### config.mk
export PLATFORM = sky130hd
export DESIGN_NAME = arm_mc_controller
export DESIGN_NICKNAME = d
export VERILOG_FILES = /design/src/rtl/arm_mc_controller.sv
export SDC_FILE = /design/constraint.sdc
export NUM_CORES = 1
export LEC_CHECK = 0
export ABC_AREA = 1
export CAP_MARGIN = 10
export CORE_ASPECT_RATIO = 2
export CORE_MARGIN = 8
export CORE_UTILIZATION = 51
export DETAILED_ROUTE_END_ITERATION = 8
export PLACE_DENSITY = 0.84
export SLEW_MARGIN = 20
export SYNTH_ARGS = -nofsm -noshare
export SYNTH_HDL_FRONTEND = slang
export SYNTH_SLANG_ARGS = --single-unit
### constraint.sdc
create_clock -name clk -period 2.16 [get_ports clk]
set_input_delay 0.432 -clock clk [delete_from_list [all_inputs] [get_ports clk]]
set_output_delay 0.432 -clock clk [all_outputs]
set_load 0.1 [all_outputs]
### src/rtl/arm_mc_controller.sv
// arm_mc_controller: multicycle ARM control FSM with memory wait states,
// optional CMP decode, NZCV flag register and performance counters.
module arm_mc_controller #(
  parameter bit WAIT_EN = 1'b1,
  parameter bit CMP_EN  = 1'b1,
  parameter int CNT_W   = 32
) (
  input  logic             clk,
  input  logic             reset,
  input  logic [19:0]      Instr,
  input  logic [3:0]       ALUFlags,
  input  logic             MemReady,
  output logic [1:0]       RegSrc,
  output logic [1:0]       ImmSrc,
  output logic             ALUSrcA,
  output logic [1:0]       ALUSrcB,
  output logic [1:0]       ALUControl,
  output logic [1:0]       ResultSrc,
  output logic             AdrSrc,
  output logic             RegWrite,
  output logic             MemWrite,
  output logic             PCWrite,
  output logic             IRWrite,
  output logic             Undef,
  output logic             InstrRet,
  output logic [CNT_W-1:0] CycleCnt,
  output logic [CNT_W-1:0] InstrCnt
);

  typedef enum logic [3:0] {
    S_FETCH,
    S_DECODE,
    S_MEMADR,
    S_MEMREAD,
    S_MEMWB,
    S_MEMWRITE,
    S_EXECR,
    S_EXECI,
    S_ALUWB,
    S_BRANCH
  } state_t;

  state_t state;
  state_t next;

  logic [3:0] cond;
  logic [1:0] op;
  logic [5:0] funct;
  logic [3:0] cmd;
  logic       sbit;
  logic       unused_bits;

  assign cond        = Instr[19:16];
  assign op          = Instr[15:14];
  assign funct       = Instr[13:8];
  assign cmd         = funct[4:1];
  assign sbit        = funct[0];
  assign unused_bits = ^Instr[7:0];

  logic is_add;
  logic is_sub;
  logic is_and;
  logic is_orr;
  logic is_cmp;
  logic dp_legal;

  assign is_add   = (cmd == 4'b0100);
  assign is_sub   = (cmd == 4'b0010);
  assign is_and   = (cmd == 4'b0000);
  assign is_orr   = (cmd == 4'b1100);
  assign is_cmp   = CMP_EN && (cmd == 4'b1010);
  assign dp_legal = is_add | is_sub | is_and | is_orr | is_cmp;

  logic [1:0] alu_ctl;
  logic [1:0] flag_w;

  always_comb begin
    alu_ctl = 2'b00;
    unique case (1'b1)
      is_add:  alu_ctl = 2'b00;
      is_sub:  alu_ctl = 2'b01;
      is_and:  alu_ctl = 2'b10;
      is_orr:  alu_ctl = 2'b11;
      is_cmp:  alu_ctl = 2'b01;
      default: alu_ctl = 2'b00;
    endcase
  end

  // CMP always writes all four flags, whatever S says
  assign flag_w = is_cmp ? 2'b11 : {sbit, sbit & (is_add | is_sub)};

  logic [3:0] flags;
  logic       condex;
  logic       cond_ok;
  logic       fn;
  logic       fz;
  logic       fc;
  logic       fv;

  assign {fn, fz, fc, fv} = flags;

  always_comb begin
    cond_ok = 1'b1;
    case (cond)
      4'b0000: cond_ok = fz;
      4'b0001: cond_ok = ~fz;
      4'b0010: cond_ok = fc;
      4'b0011: cond_ok = ~fc;
      4'b0100: cond_ok = fn;
      4'b0101: cond_ok = ~fn;
      4'b0110: cond_ok = fv;
      4'b0111: cond_ok = ~fv;
      4'b1000: cond_ok = fc & ~fz;
      4'b1001: cond_ok = ~(fc & ~fz);
      4'b1010: cond_ok = (fn == fv);
      4'b1011: cond_ok = (fn != fv);
      4'b1100: cond_ok = ~fz & (fn == fv);
      4'b1101: cond_ok = ~(~fz & (fn == fv));
      default: cond_ok = 1'b1;
    endcase
  end

  logic mem_ok;

  assign mem_ok = WAIT_EN ? MemReady : 1'b1;

  logic rw_c;
  logic mw_c;
  logic pcw_c;
  logic irw_c;
  logic undef_c;
  logic ret_c;

  always_comb begin
    next       = state;
    ALUSrcA    = 1'b0;
    ALUSrcB    = 2'b00;
    ALUControl = 2'b00;
    ResultSrc  = 2'b00;
    AdrSrc     = 1'b0;
    rw_c       = 1'b0;
    mw_c       = 1'b0;
    pcw_c      = 1'b0;
    irw_c      = 1'b0;
    undef_c    = 1'b0;
    unique case (state)
      S_FETCH: begin
        ALUSrcA   = 1'b1;
        ALUSrcB   = 2'b10;
        ResultSrc = 2'b10;
        if (mem_ok) begin
          irw_c = 1'b1;
          pcw_c = 1'b1;
          next  = S_DECODE;
        end
      end
      S_DECODE: begin
        ALUSrcA   = 1'b1;
        ALUSrcB   = 2'b10;
        ResultSrc = 2'b10;
        unique case (op)
          2'b01: next = S_MEMADR;
          2'b10: next = S_BRANCH;
          2'b00: begin
            if (dp_legal) begin
              next = funct[5] ? S_EXECI : S_EXECR;
            end else begin
              undef_c = 1'b1;
              next    = S_FETCH;
            end
          end
          default: begin
            undef_c = 1'b1;
            next    = S_FETCH;
          end
        endcase
      end
      S_MEMADR: begin
        ALUSrcB = 2'b01;
        next    = sbit ? S_MEMREAD : S_MEMWRITE;
      end
      S_MEMREAD: begin
        AdrSrc = 1'b1;
        if (mem_ok) next = S_MEMWB;
      end
      S_MEMWB: begin
        ResultSrc = 2'b01;
        rw_c      = condex;
        next      = S_FETCH;
      end
      S_MEMWRITE: begin
        AdrSrc = 1'b1;
        mw_c   = condex;
        if (mem_ok) next = S_FETCH;
      end
      S_EXECR, S_EXECI: begin
        ALUSrcB    = (state == S_EXECI) ? 2'b01 : 2'b00;
        ALUControl = alu_ctl;
        next       = is_cmp ? S_FETCH : S_ALUWB;
      end
      S_ALUWB: begin
        rw_c = condex;
        next = S_FETCH;
      end
      S_BRANCH: begin
        ALUSrcB   = 2'b01;
        ResultSrc = 2'b10;
        pcw_c     = condex;
        next      = S_FETCH;
      end
      default: next = S_FETCH;
    endcase
  end

  // FETCH waiting on memory also loops back to FETCH; that is not a retire
  assign ret_c = (state != S_FETCH) && (next == S_FETCH) && !undef_c;

  assign ImmSrc    = op;
  assign RegSrc    = {op == 2'b01, op == 2'b10};
  assign RegWrite  = rw_c & ~reset;
  assign MemWrite  = mw_c & ~reset;
  assign PCWrite   = pcw_c & ~reset;
  assign IRWrite   = irw_c & ~reset;
  assign Undef     = undef_c & ~reset;
  assign InstrRet  = ret_c & ~reset;

  logic in_exec;

  assign in_exec = (state == S_EXECR) || (state == S_EXECI);

  always_ff @(posedge clk) begin
    if (reset) begin
      state  <= S_FETCH;
      flags  <= 4'b0000;
      condex <= 1'b0;
    end else begin
      state <= next;
      if (state == S_DECODE) condex <= cond_ok;
      if (in_exec && condex && flag_w[1]) flags[3:2] <= ALUFlags[3:2];
      if (in_exec && condex && flag_w[0]) flags[1:0] <= ALUFlags[1:0];
    end
  end

  always_ff @(posedge clk) begin
    if (reset) begin
      CycleCnt <= '0;
      InstrCnt <= '0;
    end else begin
      CycleCnt <= CycleCnt + CNT_W'(1);
      if (ret_c) InstrCnt <= InstrCnt + CNT_W'(1);
    end
  end

endmodule

==> impl_metrics.tcl <==
set metrics [dict create \
    hold_viol 0 \
    yosys-top-cells-area "dfxtp_1, nand2_1, nor2_1" \
    yosysWarnings 0 \
    reg2reg_slack_ps 190 \
    rr_worst_depth 11 \
    ios 109 \
    seqPwrFrac_pct 37.6 \
    die-area_um2 12800 \
    via_count 5275 \
    num_antenna_cells 0 \
    drc 0 \
    core-area_um2 9200 \
    violations "negative setup slack" \
    worstMarginPinSlew_ps 427 \
    fin_util_pct 70.3 \
    ant_nets 0 \
    post-place-ws_ps -447 \
    synthArstFlopShare_pct 0 \
    ir_worst_vdd_mv 0.585 \
    h-tree-depth 3 \
    dp_hpwl_um 10100 \
    globalRouteMet2Util_pct 33.9 \
    final.period_utilization_pct 104 \
    netlist_area_um2 4740 \
    root_buffer "clkbuf_16" \
    fillers 770 \
    slew_headroom_pct 71.3 \
    postCtsHoldBufs 0 \
    cap_violations 0 \
    holdWs_ps 430 \
    switching_share_pct 29.2 \
    antenna_found_initial 0 \
    place_congestion 0.946 \
    timing.rr.end "InstrCnt[22]" \
    drt_iter0_markers 349 \
    clock_path_buffers 2 \
    met1_usage_pct 26.4 \
    gr-usage-all-layers_pct 21.0 \
    synth_top_cell_by_area "dfxtp_1" \
    p_int_mw 2.60 \
    die_w_um 84.2 \
    min_path_type "flop to flop" \
    cp_max_fo 7 \
    final-setup-viol-count 1 \
    grt_first_pass_wirelength_um 23100 \
    synth_nets 771 \
    synth_most_common_cell "nand2_1" \
    start_util_pct 51.6 \
    cts_sinks 73 \
    crit_end "InstrRet" \
    clockPowerShare_pct 43.7 \
    finalWorstSetupSlack_ps -84.5 \
    synth_commonest_cells "nand2_1, nor2_1, dfxtp_1, inv_1, a21oi_1" \
    power.density_nw_per_um2 567 \
    routedWlPerCell_um 14.6 \
    ys_types 39 \
    final_cell_count_no_fill 966 \
    grt-ovfl-total 0 \
    power_switching_mw 1.07 \
    synth_top_area_share_pct 30.8 \
    grt_pass1_vias 5039 \
    end_kind "output pin" \
    dr.pass1.iters 5 \
    dp.cells 940 \
    leakagePower_nw 2.59 \
    min_period_ps 2240 \
    synth.avg_cell_area_um2 6.43 \
    tns_ps -84.5 \
    tritoncts "done" \
    yosysSeqAreaShare_pct 30.8 \
    cp.buffers_inverters 2 \
    combPwrFrac_pct 18.7 \
    drive_gt1_share_pct 25.8 \
    cp.depth 9 \
    num_rows 50 \
    busiest_layer "met2" \
    path_class "flop to output pin" \
    wl_um 14100 \
    area_delta_synth_final_pct 36.3 \
    crit_chain "nor2_4, nand4_1, o21ai_1, inv_1, nand3_4, nor2_8, nand3_4, nor2_4, buf_12" \
    portBuffers 100 \
    final.setup_skew_ps 8.63 \
    clk_pin_slew_ps 60 \
    timing.rr.start "InstrCnt[0]" \
    final-max-slew-violation-count 0 \
    slowest_delay_ps 360 \
    ys_dominant_reg_cell "dfxtp_1" \
    critical_path.top_delay_family "simple AND/OR/NAND/NOR gates" \
    rsz0062_at_grt "true" \
    cp_data_required_time_ps 1730 \
    status "finished, violations left" \
    fin_nets 890 \
    crit_slowest_cell "dfxtp_4" \
    clk_latency_ps 340 \
    synth_edf_count 0 \
    startpoint "state[3]" \
    setup.worst_path.start_class "flop" \
    ys_ff_latch 73 \
    fp.dieH_um 152 \
    viasPerCell 5.46 \
    numCtsBuffers 9 \
    grt_start_max_net_pins 61 \
    cp.arrival_ps 1810 \
    use_met3_pct 5.57 \
    max_clock_freq_mhz 446 \
    synth_cells 738 \
]
[sequential cells by signal, indices dropped and copies added, names as in the netlist]
register,count
InstrCnt,32
state,4
flags,4
CycleCnt,32
condex,1
[area by class of cell]
type	instances	area [um2]	share of cell area, %
tap	104	130	2.01
inverter	76	290	4.49
multi-input combinational	566	2980	46.0
clock inverter	4	47.5	0.735
timing repair buffer	131	1250	19.4
clock buffer	12	278	4.30
sequential	73	1490	23.0
[cell families (layout without fill, tap and decap cells)]
| logic type | count (synthesis) | after routing | synth area share (%) |
|---|---|---|---|
| and+or+nand+nor | 450 | 450 | 44.1 |
| buffers and inverters | 99 | 223 | 9.21 |
| AOI/OAI and AO/OA | 90 | 90 | 10.6 |
| DFF | 73 | 73 | 30.8 |
| xor gates and xnor gates | 20 | 20 | 3.69 |
| adders and majority gates | 6 | 6 | 1.58 |
[per-stage QoR]
stage	power (mW)	instance area (um2)
2_1_floorplan	1.88	4850
3_3_place_gp	2.05	6010
3_5_place_dp	2.06	6010
4_1_cts	3.67	6420
5_1_grt	3.78	6470
6_report	3.67	6470
[worst min-delay path by stage]
stage               depth (start not counted)           to  slack, ps        start
floorplan                                   2     flags[1]        470     flags[1]
global placement                            1  CycleCnt[0]        420  CycleCnt[0]
detailed placement                          1  CycleCnt[0]        420  CycleCnt[0]
CTS                                         1  CycleCnt[0]        430  CycleCnt[0]
global route                                1  CycleCnt[0]        440  CycleCnt[0]
finish                                      1  CycleCnt[0]        430  CycleCnt[0]
[repair_timing]
item                       in CTS  in global routing
setup endpoints to repair       5                  8
resized for setup              37                  8
gates cloned                    0                  0
setup buffers                   7                  3
pin swaps                      12                 10
[metal layers]
metal / wire [um] / up-vias
met4: 182 / 0
met1: 5990 / 2420
met5: 0 / -
met3: 1120 / 15
met2: 6770 / 196
li1: - / 2644
[power by group through the flow]
stage / sequential (mW) / combinational, mW / clock, mW
global placement: 1.41 / 0.640 / 0
detailed placement: 1.41 / 0.652 / 0
floorplan: 1.46 / 0.418 / 0
global route: 1.38 / 0.730 / 1.67
finish: 1.38 / 0.688 / 1.60
CTS: 1.38 / 0.674 / 1.62
[placed cells by master, fill, tap and decap left out, types with 4 or more instances in the layout]
| master | n |
|---|---|
| a21oi_1 | 57 |
| nand2_1 | 197 |
| nand2_4 | 4 |
| xnor2_1 | 5 |
| nor2_1 | 102 |
| ha_1 | 4 |
| buf_12 | 18 |
| nor2_4 | 10 |
| nand2_2 | 13 |
| nor3_1 | 22 |
| inv_2 | 10 |
| clkbuf_16 | 11 |
| nand3_1 | 20 |
| dfxtp_1 | 56 |
| nor2_2 | 8 |
| buf_4 | 94 |
| buf_2 | 4 |
| clkdlybuf4s50_1 | 9 |
| o211ai_1 | 4 |
| dfxtp_2 | 14 |
| nand3b_1 | 13 |
| o21ai_0 | 16 |
| xor2_1 | 15 |
| or2_2 | 4 |
| inv_1 | 64 |
| nand3_2 | 6 |
| nand4_1 | 40 |
Note: power is estimated with default switching activity, not from simulation.
